===== config.mk =====
export PLATFORM = sky130hd
export DESIGN_NAME = fib_stack_engine_flat
export DESIGN_NICKNAME = d
export VERILOG_FILES = /design/src/rtl/fib_stack_engine_if.sv /design/src/rtl/fib_stack_engine.sv /design/src/flat_wrapper.sv
export SDC_FILE = /design/constraint.sdc
export NUM_CORES = 1
export LEC_CHECK = 0
export BUFFER_PORTS_ARGS = -buffer_cell sky130_fd_sc_hd__buf_2
export CAP_MARGIN = 20
export CELL_PAD_IN_SITES_DETAIL_PLACEMENT = 1
export CELL_PAD_IN_SITES_GLOBAL_PLACEMENT = 1
export CORE_ASPECT_RATIO = 1.5
export CORE_MARGIN = 1
export CORE_UTILIZATION = 50
export CTS_BUF_LIST = sky130_fd_sc_hd__clkbuf_2 sky130_fd_sc_hd__clkbuf_4 sky130_fd_sc_hd__clkbuf_8
export DETAILED_ROUTE_END_ITERATION = 16
export PLACE_DENSITY_LB_ADDON = 0.1
export RECOVER_POWER = 25
export SLEW_MARGIN = 20
export SYNTH_ARGS = -nofsm -noshare
export SYNTH_HDL_FRONTEND = slang
export SYNTH_SLANG_ARGS = --single-unit

===== constraint.sdc =====
create_clock -name clk -period 3.8 [get_ports clk]
set_input_delay 0.19 -clock clk [delete_from_list [all_inputs] [get_ports clk]]
set_output_delay 0.19 -clock clk [all_outputs]
set_load 0.05 [all_outputs]

===== src/rtl/fib_stack_engine_if.sv =====
// Handshake and result bundle for the recursive Fibonacci engine.
// The master side drives start/n_in; the slave side (the engine) drives the rest.
// fsm_state mirrors the engine's controller state for debug and checkers.
interface fib_stack_engine_if #(
  parameter int WIDTH = 8,
  parameter int DEPTH = 16
);
  localparam int SPW = $clog2(DEPTH + 1);

  // Handshake: start is a request sampled only while the engine is idle
  // (busy=0). busy rises the cycle after an accepted start and stays high
  // until done. done is a single-cycle pulse marking result, ovf, stk_err
  // and max_sp as valid; all of them then hold until the next accepted start.
  logic             start;
  logic [WIDTH-1:0] n_in;
  logic             busy;
  logic             done;
  logic [WIDTH-1:0] result;
  logic             ovf;
  logic             stk_err;
  logic [SPW-1:0]   max_sp;
  logic [2:0]       fsm_state;

  modport master (
    output start, n_in,
    input  busy, done, result, ovf, stk_err, max_sp, fsm_state
  );

  modport slave (
    input  start, n_in,
    output busy, done, result, ovf, stk_err, max_sp, fsm_state
  );
endinterface


===== src/rtl/fib_stack_engine.sv =====
// Recursive Fibonacci engine: evaluates fib(n) = fib(n-1) + fib(n-2) by
// walking the call tree with an explicit frame stack. Each frame holds
// {n, phase, partial sum}; phase 0 means fib(n-1) is still pending, phase 1
// means fib(n-1) is stored in the frame and fib(n-2) is being computed.
module fib_stack_engine #(
  parameter int WIDTH = 8,
  parameter int DEPTH = 16
) (
  input  logic             clk,
  input  logic             rst,
  fib_stack_engine_if.slave bus
);
  localparam int SPW = $clog2(DEPTH + 1);
  localparam int AW  = (DEPTH > 1) ? $clog2(DEPTH) : 1;
  localparam int FW  = 2 * WIDTH + 1;

  localparam logic [2:0] S_IDLE   = 3'd0;
  localparam logic [2:0] S_CHECK  = 3'd1;
  localparam logic [2:0] S_RETURN = 3'd2;
  localparam logic [2:0] S_RESUME = 3'd3;
  localparam logic [2:0] S_DONE   = 3'd4;

  logic [2:0]       state;
  logic [WIDTH-1:0] n;
  logic [WIDTH-1:0] ret;
  logic [WIDTH-1:0] res;
  logic             ph;
  logic [SPW-1:0]   sp;
  logic [WIDTH-1:0] result_q;
  logic             ovf_q;
  logic             stk_err_q;
  logic [SPW-1:0]   max_sp_q;

  logic [FW-1:0]    stack [DEPTH];

  logic             push_en;
  logic [FW-1:0]    push_data;
  logic [SPW-1:0]   sp_inc;
  logic [SPW-1:0]   sp_dec;
  logic [WIDTH:0]   sum;
  logic             n_small;
  logic             stk_full;

  assign sp_inc   = sp + SPW'(1);
  assign sp_dec   = sp - SPW'(1);
  assign sum      = {1'b0, res} + {1'b0, ret};
  assign n_small  = (n < WIDTH'(2));
  assign stk_full = (sp == SPW'(DEPTH));

  // Push decode: descend into fib(n-1) from CHECK, or into fib(n-2) from RESUME.
  always_comb begin
    push_en   = 1'b0;
    push_data = '0;
    if (state == S_CHECK && !n_small && !stk_full) begin
      push_en   = 1'b1;
      push_data = {n, 1'b0, {WIDTH{1'b0}}};
    end else if (state == S_RESUME && !ph) begin
      push_en   = 1'b1;
      push_data = {n, 1'b1, ret};
    end
  end

  // Frame storage; contents are don't-care after reset, so no reset here.
  always_ff @(posedge clk) begin
    if (push_en) begin
      stack[sp[AW-1:0]] <= push_data;
    end
  end

  // Controller FSM and datapath registers; every state lasts one cycle.
  always_ff @(posedge clk) begin
    if (rst) begin
      state     <= S_IDLE;
      n         <= '0;
      ret       <= '0;
      res       <= '0;
      ph        <= 1'b0;
      sp        <= '0;
      result_q  <= '0;
      ovf_q     <= 1'b0;
      stk_err_q <= 1'b0;
      max_sp_q  <= '0;
    end else begin
      case (state)
        S_IDLE: begin
          if (bus.start) begin
            n         <= bus.n_in;
            ret       <= '0;
            sp        <= '0;
            ovf_q     <= 1'b0;
            stk_err_q <= 1'b0;
            max_sp_q  <= '0;
            state     <= S_CHECK;
          end
        end
        S_CHECK: begin
          if (n_small) begin
            ret   <= n;
            state <= S_RETURN;
          end else if (stk_full) begin
            // Abort: the result of a truncated recursion is meaningless.
            stk_err_q <= 1'b1;
            result_q  <= '0;
            state     <= S_DONE;
          end else begin
            sp <= sp_inc;
            n  <= n - WIDTH'(1);
            if (sp_inc > max_sp_q) begin
              max_sp_q <= sp_inc;
            end
          end
        end
        S_RETURN: begin
          if (sp == '0) begin
            result_q <= ret;
            state    <= S_DONE;
          end else begin
            {n, ph, res} <= stack[sp_dec[AW-1:0]];
            sp           <= sp_dec;
            state        <= S_RESUME;
          end
        end
        S_RESUME: begin
          if (!ph) begin
            // Re-uses the slot freed by the preceding pop, so it always fits.
            sp    <= sp_inc;
            n     <= n - WIDTH'(2);
            state <= S_CHECK;
          end else begin
            ret <= sum[WIDTH-1:0];
            if (sum[WIDTH]) begin
              ovf_q <= 1'b1;
            end
            state <= S_RETURN;
          end
        end
        S_DONE: begin
          state <= S_IDLE;
        end
        default: begin
          state <= S_IDLE;
        end
      endcase
    end
  end

  assign bus.busy      = (state != S_IDLE);
  assign bus.done      = (state == S_DONE);
  assign bus.result    = result_q;
  assign bus.ovf       = ovf_q;
  assign bus.stk_err   = stk_err_q;
  assign bus.max_sp    = max_sp_q;
  assign bus.fsm_state = state;
endmodule


===== src/flat_wrapper.sv =====
// flat-port wrapper written by rule: the top's interface ports become plain ports
module fib_stack_engine_flat 
#(
  parameter int WIDTH = 8,
  parameter int DEPTH = 16
)
  (clk, rst, bus_start, bus_n_in, bus_busy, bus_done, bus_result, bus_ovf, bus_stk_err, bus_max_sp, bus_fsm_state);
  fib_stack_engine_if #(.WIDTH(WIDTH), .DEPTH(DEPTH)) bus_i ();
  input  logic clk;
  input  logic rst;
  input wire logic [$bits(bus_i.start)-1:0] bus_start;
  input wire logic [$bits(bus_i.n_in)-1:0] bus_n_in;
  output wire logic [$bits(bus_i.busy)-1:0] bus_busy;
  output wire logic [$bits(bus_i.done)-1:0] bus_done;
  output wire logic [$bits(bus_i.result)-1:0] bus_result;
  output wire logic [$bits(bus_i.ovf)-1:0] bus_ovf;
  output wire logic [$bits(bus_i.stk_err)-1:0] bus_stk_err;
  output wire logic [$bits(bus_i.max_sp)-1:0] bus_max_sp;
  output wire logic [$bits(bus_i.fsm_state)-1:0] bus_fsm_state;
  assign bus_i.start = bus_start;
  assign bus_i.n_in = bus_n_in;
  assign bus_busy = bus_i.busy;
  assign bus_done = bus_i.done;
  assign bus_result = bus_i.result;
  assign bus_ovf = bus_i.ovf;
  assign bus_stk_err = bus_i.stk_err;
  assign bus_max_sp = bus_i.max_sp;
  assign bus_fsm_state = bus_i.fsm_state;
  fib_stack_engine #(.WIDTH(WIDTH), .DEPTH(DEPTH)) u_core (.clk(clk), .rst(rst), .bus(bus_i));
endmodule

==> run summary, run 1 <==
Core area -> 0.02649 mm²
FF-to-FF Start -> u_core.bus.fsm_state[1]
Worst setup endpoint -> u_core.res[4]
Clock Power Share -> 0.272
H-Tree Depth -> 2
Cell chain of the critical path -> clkbuf_1, inv_1, nor3_1, buf_4, o21ai_0, clkbuf_2, mux2i_1, nor2_1
Ys async rst share -> 0
Crit start category -> flip-flop
Ys flop type -> edfxtp_1
Setup violators final -> 0
Worst Path Arrival -> 3780 ps
Post-Layout Cell Count -> 1277
Worst reg2reg endpoint -> u_core.res[4]
Net Sw Frac -> 0.3441
Worst path bufs/invs -> 4
Worst setup EP type -> flip-flop
CTS tree -> built
Total GRT Usage -> 0.2704
Die Y -> 202.8 µm
Final WL -> 35420 µm
Largest net degree at the start of global routing -> 74
Final Util -> 0.5713
Cell Area, Placed -> 0.01418 mm²
Post-Synthesis Cells -> 826
Die W -> 135.9 µm
Antenna diode count -> 0
P per Cell Area -> 693.6 mW/mm²
FP Rows -> 73
Die area -> 0.02756 mm²
Initial cell density of the core -> 0.5075
Final Cell Area -> 0.01513 mm²
Via-to-Cell Ratio -> 6.138
Clock Sink Count -> 320
Later-pin clock latency in the skew report -> 590 ps
Area growth syn-to-layout -> 12.59%
RSZ-0062 raised after global routing -> false
Failing checks -> negative hold slack
Min cycle time layout -> 3343 ps
Routed Antenna Nets -> 0
Req. time, crit path -> 4240 ps
Drt pass-1 iters -> 4
Pre-CTS setup slack -> 921.9 ps
Synth warn -> 0
Flop pwr share -> 0.410
Post-Syn Area -> 0.01344 mm²
Int Pwr -> 6.884 mW
Period utilization -> 0.8797
Clock transition at path regs -> 70 ps
Peak VDD IR -> 0.3828 mV
Seq cells post-synth -> 320
Final Hold Viols -> 1
Slew Viols, Final -> 0
Vias -> 7838
Net Count, Synth -> 859
Slew HR -> 0.2869
Worst path top cell family by delay -> buffers and inverters
Distinct cells, synth -> 61
Post-CTS setup buffers -> 0
First-pass GRT wire length -> 53140 µm
Max-cap viol count -> 0
Vias in the first global route -> 8369
Fmax achieved -> 299.1 MHz
IO buf count -> 30
Register-to-Register Path Depth -> 8
Number of cells on the critical path -> 8
Crit-path max cell delay -> 850 ps
Syn_area_per_cell -> 16.27 µm²
Clk root buf -> clkbuf_8
WL/cell -> 27.74 µm
Clk buf depth -> 3
R2R Setup Slk -> 460 ps
Detailed Place HPWL -> 22590 µm
Crit Path Max Fanout -> 24
IO Pins -> 31
Post-synthesis sequential area ratio -> 0.6791
Slew @ Worst Pin -> 1070 ps
Clock Skews -> 44.58 ps
Placed insts -> 1188
Total CTS buffers -> 47
Final setup margin -> 457.1 ps
Share of cells above drive strength 1 -> 0.2234
DRC errors left -> 0
Crit path launch -> u_core.bus.fsm_state[1]
Status -> finished with violations
Nets -> 937
Power Total -> 10.50 mW
Critical path class -> flip-flop to flip-flop
Number of flops mapped to enable cells by yosys -> 272
Initial DRC Count -> 478
Global route overflow -> 0
Final hold slack -> -10.76 ps
Critical-path top delay cell -> clkbuf_1
NetSw -> 3.612 mW
Logic pwr share -> 0.318
Total negative slack -> 0 ps
Routability-driven placement congestion ratio -> 0.9351
Initial antenna violation count -> 0
HP Class -> primary input to flip-flop
Leak -> 5.054 nW
## layer usage
layer | vias to the layer above | routed length [µm] | global-route usage
li1 | 3431 | - | -
met1 | 4086 | 13860 | 0.3360
met2 | 251 | 18440 | 0.4648
met3 | 70 | 1746 | 0.04519
met4 | 0 | 1379 | 0.1143
met5 | - | 0 | 0
## sequential cells by signal, indices dropped and copies added, names as in the netlist
name / cells
u_core.stack: 272
u_core.bus.result: 8
u_core.sp: 5
u_core.res: 8
u_core.bus.max_sp: 5
u_core.bus.ovf: 1
u_core.ph: 1
u_core.bus.stk_err: 1
u_core.ret: 8
u_core.bus.fsm_state: 3
u_core.n: 8
## tightest hold or removal path, stage by stage
cell,delay (ps)
buf_2,100
nor3_1,160
a2111oi_0,80
## layout by cell type (no fill, tap or decap), drive strengths merged, types with 5 or more instances in the layout
master and instances:
mux4 77, and2 22, buf 45, o21ai 21, xnor2 7, nor2 47, a211oi 8, a21oi 38
and3 7, ha 21, edfxtp 272, nor2b 5, nand2 54, clkbuf 81, nand3 21, nor3 22
o211ai 7, inv 23, clkinv 19, dfxtp 48, mux2i 19, o21a 7
## final cells by class
type / instances / area [µm²]
Timing Repair Buffer: 72 / 460.4
Multi-Input combinational cell: 441 / 4074
Tap cell: 337 / 421.7
Fill cell: 2515 / 11350
Sequential cell: 320 / 9133
Clock buffer: 58 / 742.0
Clock inverter: 27 / 220.2
Inverter: 22 / 82.58
## power groups by stage
stage               registers (mW)  clock network (mW)  logic, mW
detailed placement            4.37                   0       3.37
finish                        4.30                2.85       3.34
global placement              4.35                   0       3.30
global route                  4.32                3.03       3.58
CTS                           4.30                2.93       3.39
floorplan                     4.30                   0       2.26
## what timing repair did
item / 4_1_cts / 5_1_grt
endpoints found under the hold margin: 4 / 0
resized for setup: 0 / 0
hold buffers: 4 / 0
## worst min path at each step
stage	start	cells after the start	slack, ps	endpoint
2_1_floorplan	bus_n_in[1]	2	400	u_core.n[1]
3_3_place_gp	u_core.bus.result[0]	2	440	u_core.bus.result[0]
3_5_place_dp	u_core.bus.result[7]	2	450	u_core.bus.result[7]
4_1_cts	bus_n_in[6]	3	5	u_core.n[6]
5_1_grt	bus_n_in[6]	3	10	u_core.n[6]
6_report	bus_n_in[6]	3	-10	u_core.n[6]
## kinds of logic after synthesis
kind of cell             share of synthesized area
buffers and inverters                      0.02057
AO/OA/AOI/OAI                              0.05641
XOR/XNOR                                  0.007167
adder cells (fa/ha/maj)                    0.02104
multiplexers                                0.1454
flip-flops                                  0.6791
AND/OR/NAND/NOR                            0.07028
## synthesized netlist by cell type, drive strengths merged, types with 3 or more instances
cell type | count | area [µm²]
mux2i | 19 | 190.2
buf | 20 | 107.6
and2 | 22 | 137.6
a21oi | 38 | 193.9
a21o | 3 | 22.52
nand2 | 54 | 202.7
nor2b | 5 | 31.28
nand3b | 4 | 30.03
edfxtp | 272 | 8168
a32o | 3 | 30.03
a31oi | 3 | 18.77
dfxtp | 48 | 960.9
a211oi | 8 | 60.06
mux4 | 77 | 1753
xnor2 | 7 | 61.31
nand2b | 3 | 18.77
nand4 | 3 | 18.77
nor3 | 22 | 110.1
ha | 21 | 262.8
o21a | 7 | 52.55
nor2 | 47 | 176.4
inv | 22 | 82.58
and3 | 7 | 43.79
o211ai | 7 | 57.55
nand3 | 21 | 105.1
o21ai | 21 | 105.1
xor2 | 4 | 35.03
clkbuf | 23 | 86.33
Power figures use the tool's default switching activity.
==> run 2: changes to the inputs <==
--- a/config.mk
+++ b/config.mk
@@ -14,8 +14,9 @@
 export CORE_UTILIZATION = 50
 export CTS_BUF_LIST = sky130_fd_sc_hd__clkbuf_2 sky130_fd_sc_hd__clkbuf_4 sky130_fd_sc_hd__clkbuf_8
 export DETAILED_ROUTE_END_ITERATION = 16
+export GPL_TIMING_DRIVEN = 0
 export PLACE_DENSITY_LB_ADDON = 0.1
-export RECOVER_POWER = 25
+export RECOVER_POWER = 100
 export SLEW_MARGIN = 20
 export SYNTH_ARGS = -nofsm -noshare
 export SYNTH_HDL_FRONTEND = slang
==> run summary, run 2 (synthesized netlist as in run 1, its figures left out) <==
IO buf count -> 30 (unchanged)
Status -> completed (was finished with violations)
Met2 GRT Util -> 0.4898 (was 0.4648)
Detailed Place HPWL -> 23980 µm (was 22590 µm)
Global route overflow -> 0 (unchanged)
Vias -> 7963 (was 7838)
Die area -> 0.02756 mm² (unchanged)
Max-cap viol count -> 0 (unchanged)
WL/cell -> 28.32 µm (was 27.74 µm)
Flop pwr share -> 0.397 (was 0.410)
Final Hold Viols -> 0 (was 1)
FP Rows -> 73 (unchanged)
HP Class -> primary input to flip-flop (unchanged)
Net Sw Frac -> 0.3484 (was 0.3441)
Commonest non-fill, non-tap cell in the layout -> edfxtp_1 (unchanged)
Max reg flops -> 272 (unchanged)
Clock Skews -> 40.03 ps (was 44.58 ps)
Initial cell density of the core -> 0.5075 (unchanged)
Via-to-Cell Ratio -> 6.116 (was 6.138)
Worst setup EP type -> flip-flop (unchanged)
Total GRT Usage -> 0.2815 (was 0.2704)
Worst Path Arrival -> 3930 ps (was 3780 ps)
Routability-driven placement congestion ratio -> 0.9210 (was 0.9351)
Total negative slack -> 0 ps (unchanged)
Leak -> 5.167 nW (was 5.054 nW)
Footprint of the multi-input gates -> 0.004167 mm² (was 0.004074 mm²)
Drt pass-1 iters -> 7 (was 4)
H-Tree Depth -> 2 (unchanged)
Peak VDD IR -> 0.3674 mV (was 0.3828 mV)
DRC errors left -> 0 (unchanged)
Register-to-Register Path Depth -> 11 (was 8)
Worst setup endpoint -> u_core.stack[13][14] (was u_core.res[4])
Clk root buf -> clkbuf_8 (unchanged)
Final setup margin -> 134.8 ps (was 457.1 ps)
IO Pins -> 31 (unchanged)
CTS tree -> built (unchanged)
Clock Power Share -> 0.269 (was 0.272)
Vias in the first global route -> 8562 (was 8369)
Cell Area, Placed -> 0.01412 mm² (was 0.01418 mm²)
Slew Viols, Final -> 0 (unchanged)
Fmax achieved -> 272.8 MHz (was 299.1 MHz)
Crit path launch -> u_core.sp[0] (was u_core.bus.fsm_state[1])
First-pass GRT wire length -> 55090 µm (was 53140 µm)
Core area -> 0.02649 mm² (unchanged)
Pre-CTS setup slack -> -936.5 ps (was 921.9 ps)
Area growth syn-to-layout -> 15.11% (was 12.59%)
Largest net degree at the start of global routing -> 23 (was 74)
Register area -> 0.009129 mm² (was 0.009133 mm²)
Total CTS buffers -> 48 (was 47)
R2R Setup Slk -> 130 ps (was 460 ps)
Slew HR -> 0.3569 (was 0.2869)
Final WL -> 36880 µm (was 35420 µm)
Critical path class -> flip-flop to flip-flop (unchanged)
Min cycle time layout -> 3665 ps (was 3343 ps)
Clock Sink Count -> 320 (unchanged)
Clk buf depth -> 3 (unchanged)
Antenna diode count -> 0 (unchanged)
Power Total -> 10.75 mW (was 10.50 mW)
NetSw -> 3.744 mW (was 3.612 mW)
Nets -> 961 (was 937)
Initial DRC Count -> 493 (was 478)
Clock transition at path regs -> 70 ps (about the same)
Share of cells above drive strength 1 -> 0.2466 (was 0.2234)
Final Cell Area -> 0.01547 mm² (was 0.01513 mm²)
Met3 global-route usage -> 0.04145 (was 0.04519)
Number of fill cells in the layout -> 2474 (was 2515)
Logic pwr share -> 0.334 (was 0.318)
Die W -> 135.9 µm (unchanged)
Routed Antenna Nets -> 0 (unchanged)
Initial antenna violation count -> 0 (unchanged)
Die Y -> 202.8 µm (unchanged)
FF-to-FF Start -> u_core.sp[0] (was u_core.bus.fsm_state[1])
Slew @ Worst Pin -> 959.5 ps (was 1070 ps)
M1 GR Usage -> 0.3550 (was 0.3360)
Req. time, crit path -> 4060 ps (was 4240 ps)
Period utilization -> 0.9645 (was 0.8797)
P per Cell Area -> 694.5 mW/mm² (was 693.6 mW/mm²)
Crit Path Max Fanout -> 11 (was 24)
Later-pin clock latency in the skew report -> 590 ps (about the same)
Worst reg2reg endpoint -> u_core.stack[13][14] (was u_core.res[4])
Final Util -> 0.5841 (was 0.5713)
Gr busiest metal -> met2 (unchanged)
Setup violators final -> 0 (unchanged)
Commonest non-fill, non-tap cells in the layout -> edfxtp_1 (272), mux4_2 (72), nand2_1 (54), clkbuf_8 (52), dfxtp_1 (48) (was edfxtp_1 (272), mux4_2 (72), nand2_1 (54), clkbuf_8 (49), dfxtp_1 (47))
Int Pwr -> 7.003 mW (was 6.884 mW)
Crit start category -> flip-flop (unchanged)
## run 2: cell types whose count changed in the layout (fill, tap and decap cells not counted), sizes merged
| cell | change |
|---|---|
| clkinvlp | -2 |
| inv | -1 |
| clkinv | -1 |
| dlygate4sd3 | -2 |
| buf | +7 |
| clkbuf | +24 |
## run 2: layer usage
layer | part of all wire | vias to the layer above
met5 | 0 | -
met4 | 0.032 | 0
met3 | 0.060 | 72
met2 | 0.52 | 309
met1 | 0.38 | 4108
li1 | - | 3474
## run 2: what timing repair did
item,4_1_cts,5_1_grt
pin swaps,12,0
endpoints found under the hold margin,2,0
buffers inserted,18,0
hold buffers,2,0
resized for setup,36,6
endpoints found under the setup margin,488,35
## run 2: final cells by class
cell class / count / area share
flip-flops and latches: 320 / 0.5900
multi-input cells: 441 / 0.2693
clock buffers: 64 / 0.05208
repair buffers: 52 / 0.02992
well taps: 337 / 0.02725
plain buffers: 43 / 0.01472
clock inverters: 23 / 0.01140
inverters: 22 / 0.005337
## run 2: worst min path at each step
| stage | from | endpoint | depth (start not counted) |
|---|---|---|---|
| floorplan | bus_n_in[1] | u_core.n[1] | 2 |
| global placement | u_core.bus.result[3] | u_core.bus.result[3] | 2 |
| detailed placement | u_core.bus.result[3] | u_core.bus.result[3] | 2 |
| CTS | bus_n_in[4] | u_core.n[4] | 4 |
| global route | bus_n_in[3] | u_core.n[3] | 3 |
| finish | bus_n_in[4] | u_core.n[4] | 4 |
## run 2: worst max-delay path, cell delays in order (launching register included)
cell and delay (ps):
dfxtp_1 400, clkbuf_4 260, buf_6 230, buf_4 270, inv_1 150, ha_1 320
and3_1 250, or3_1 340, a21oi_2 320, and3_1 300, and2_4 260, buf_8 200
## run 2: power groups by stage
stage	logic (mW)	clock network (mW)	registers [mW]
floorplan	2.26	0	4.30
global placement	3.34	0	4.32
detailed placement	3.46	0	4.33
CTS	3.57	2.94	4.26
global route	3.82	3.08	4.28
finish	3.59	2.90	4.26
## run 2: per-stage QoR
stage	std cells	hold slack, ps
3_5_place_dp	1195	451.7
3_3_place_gp	1193	437.9
6_report	1302	26.79
5_1_grt	1302	65.20
4_1_cts	1302	5.781
2_1_floorplan	826	399.6
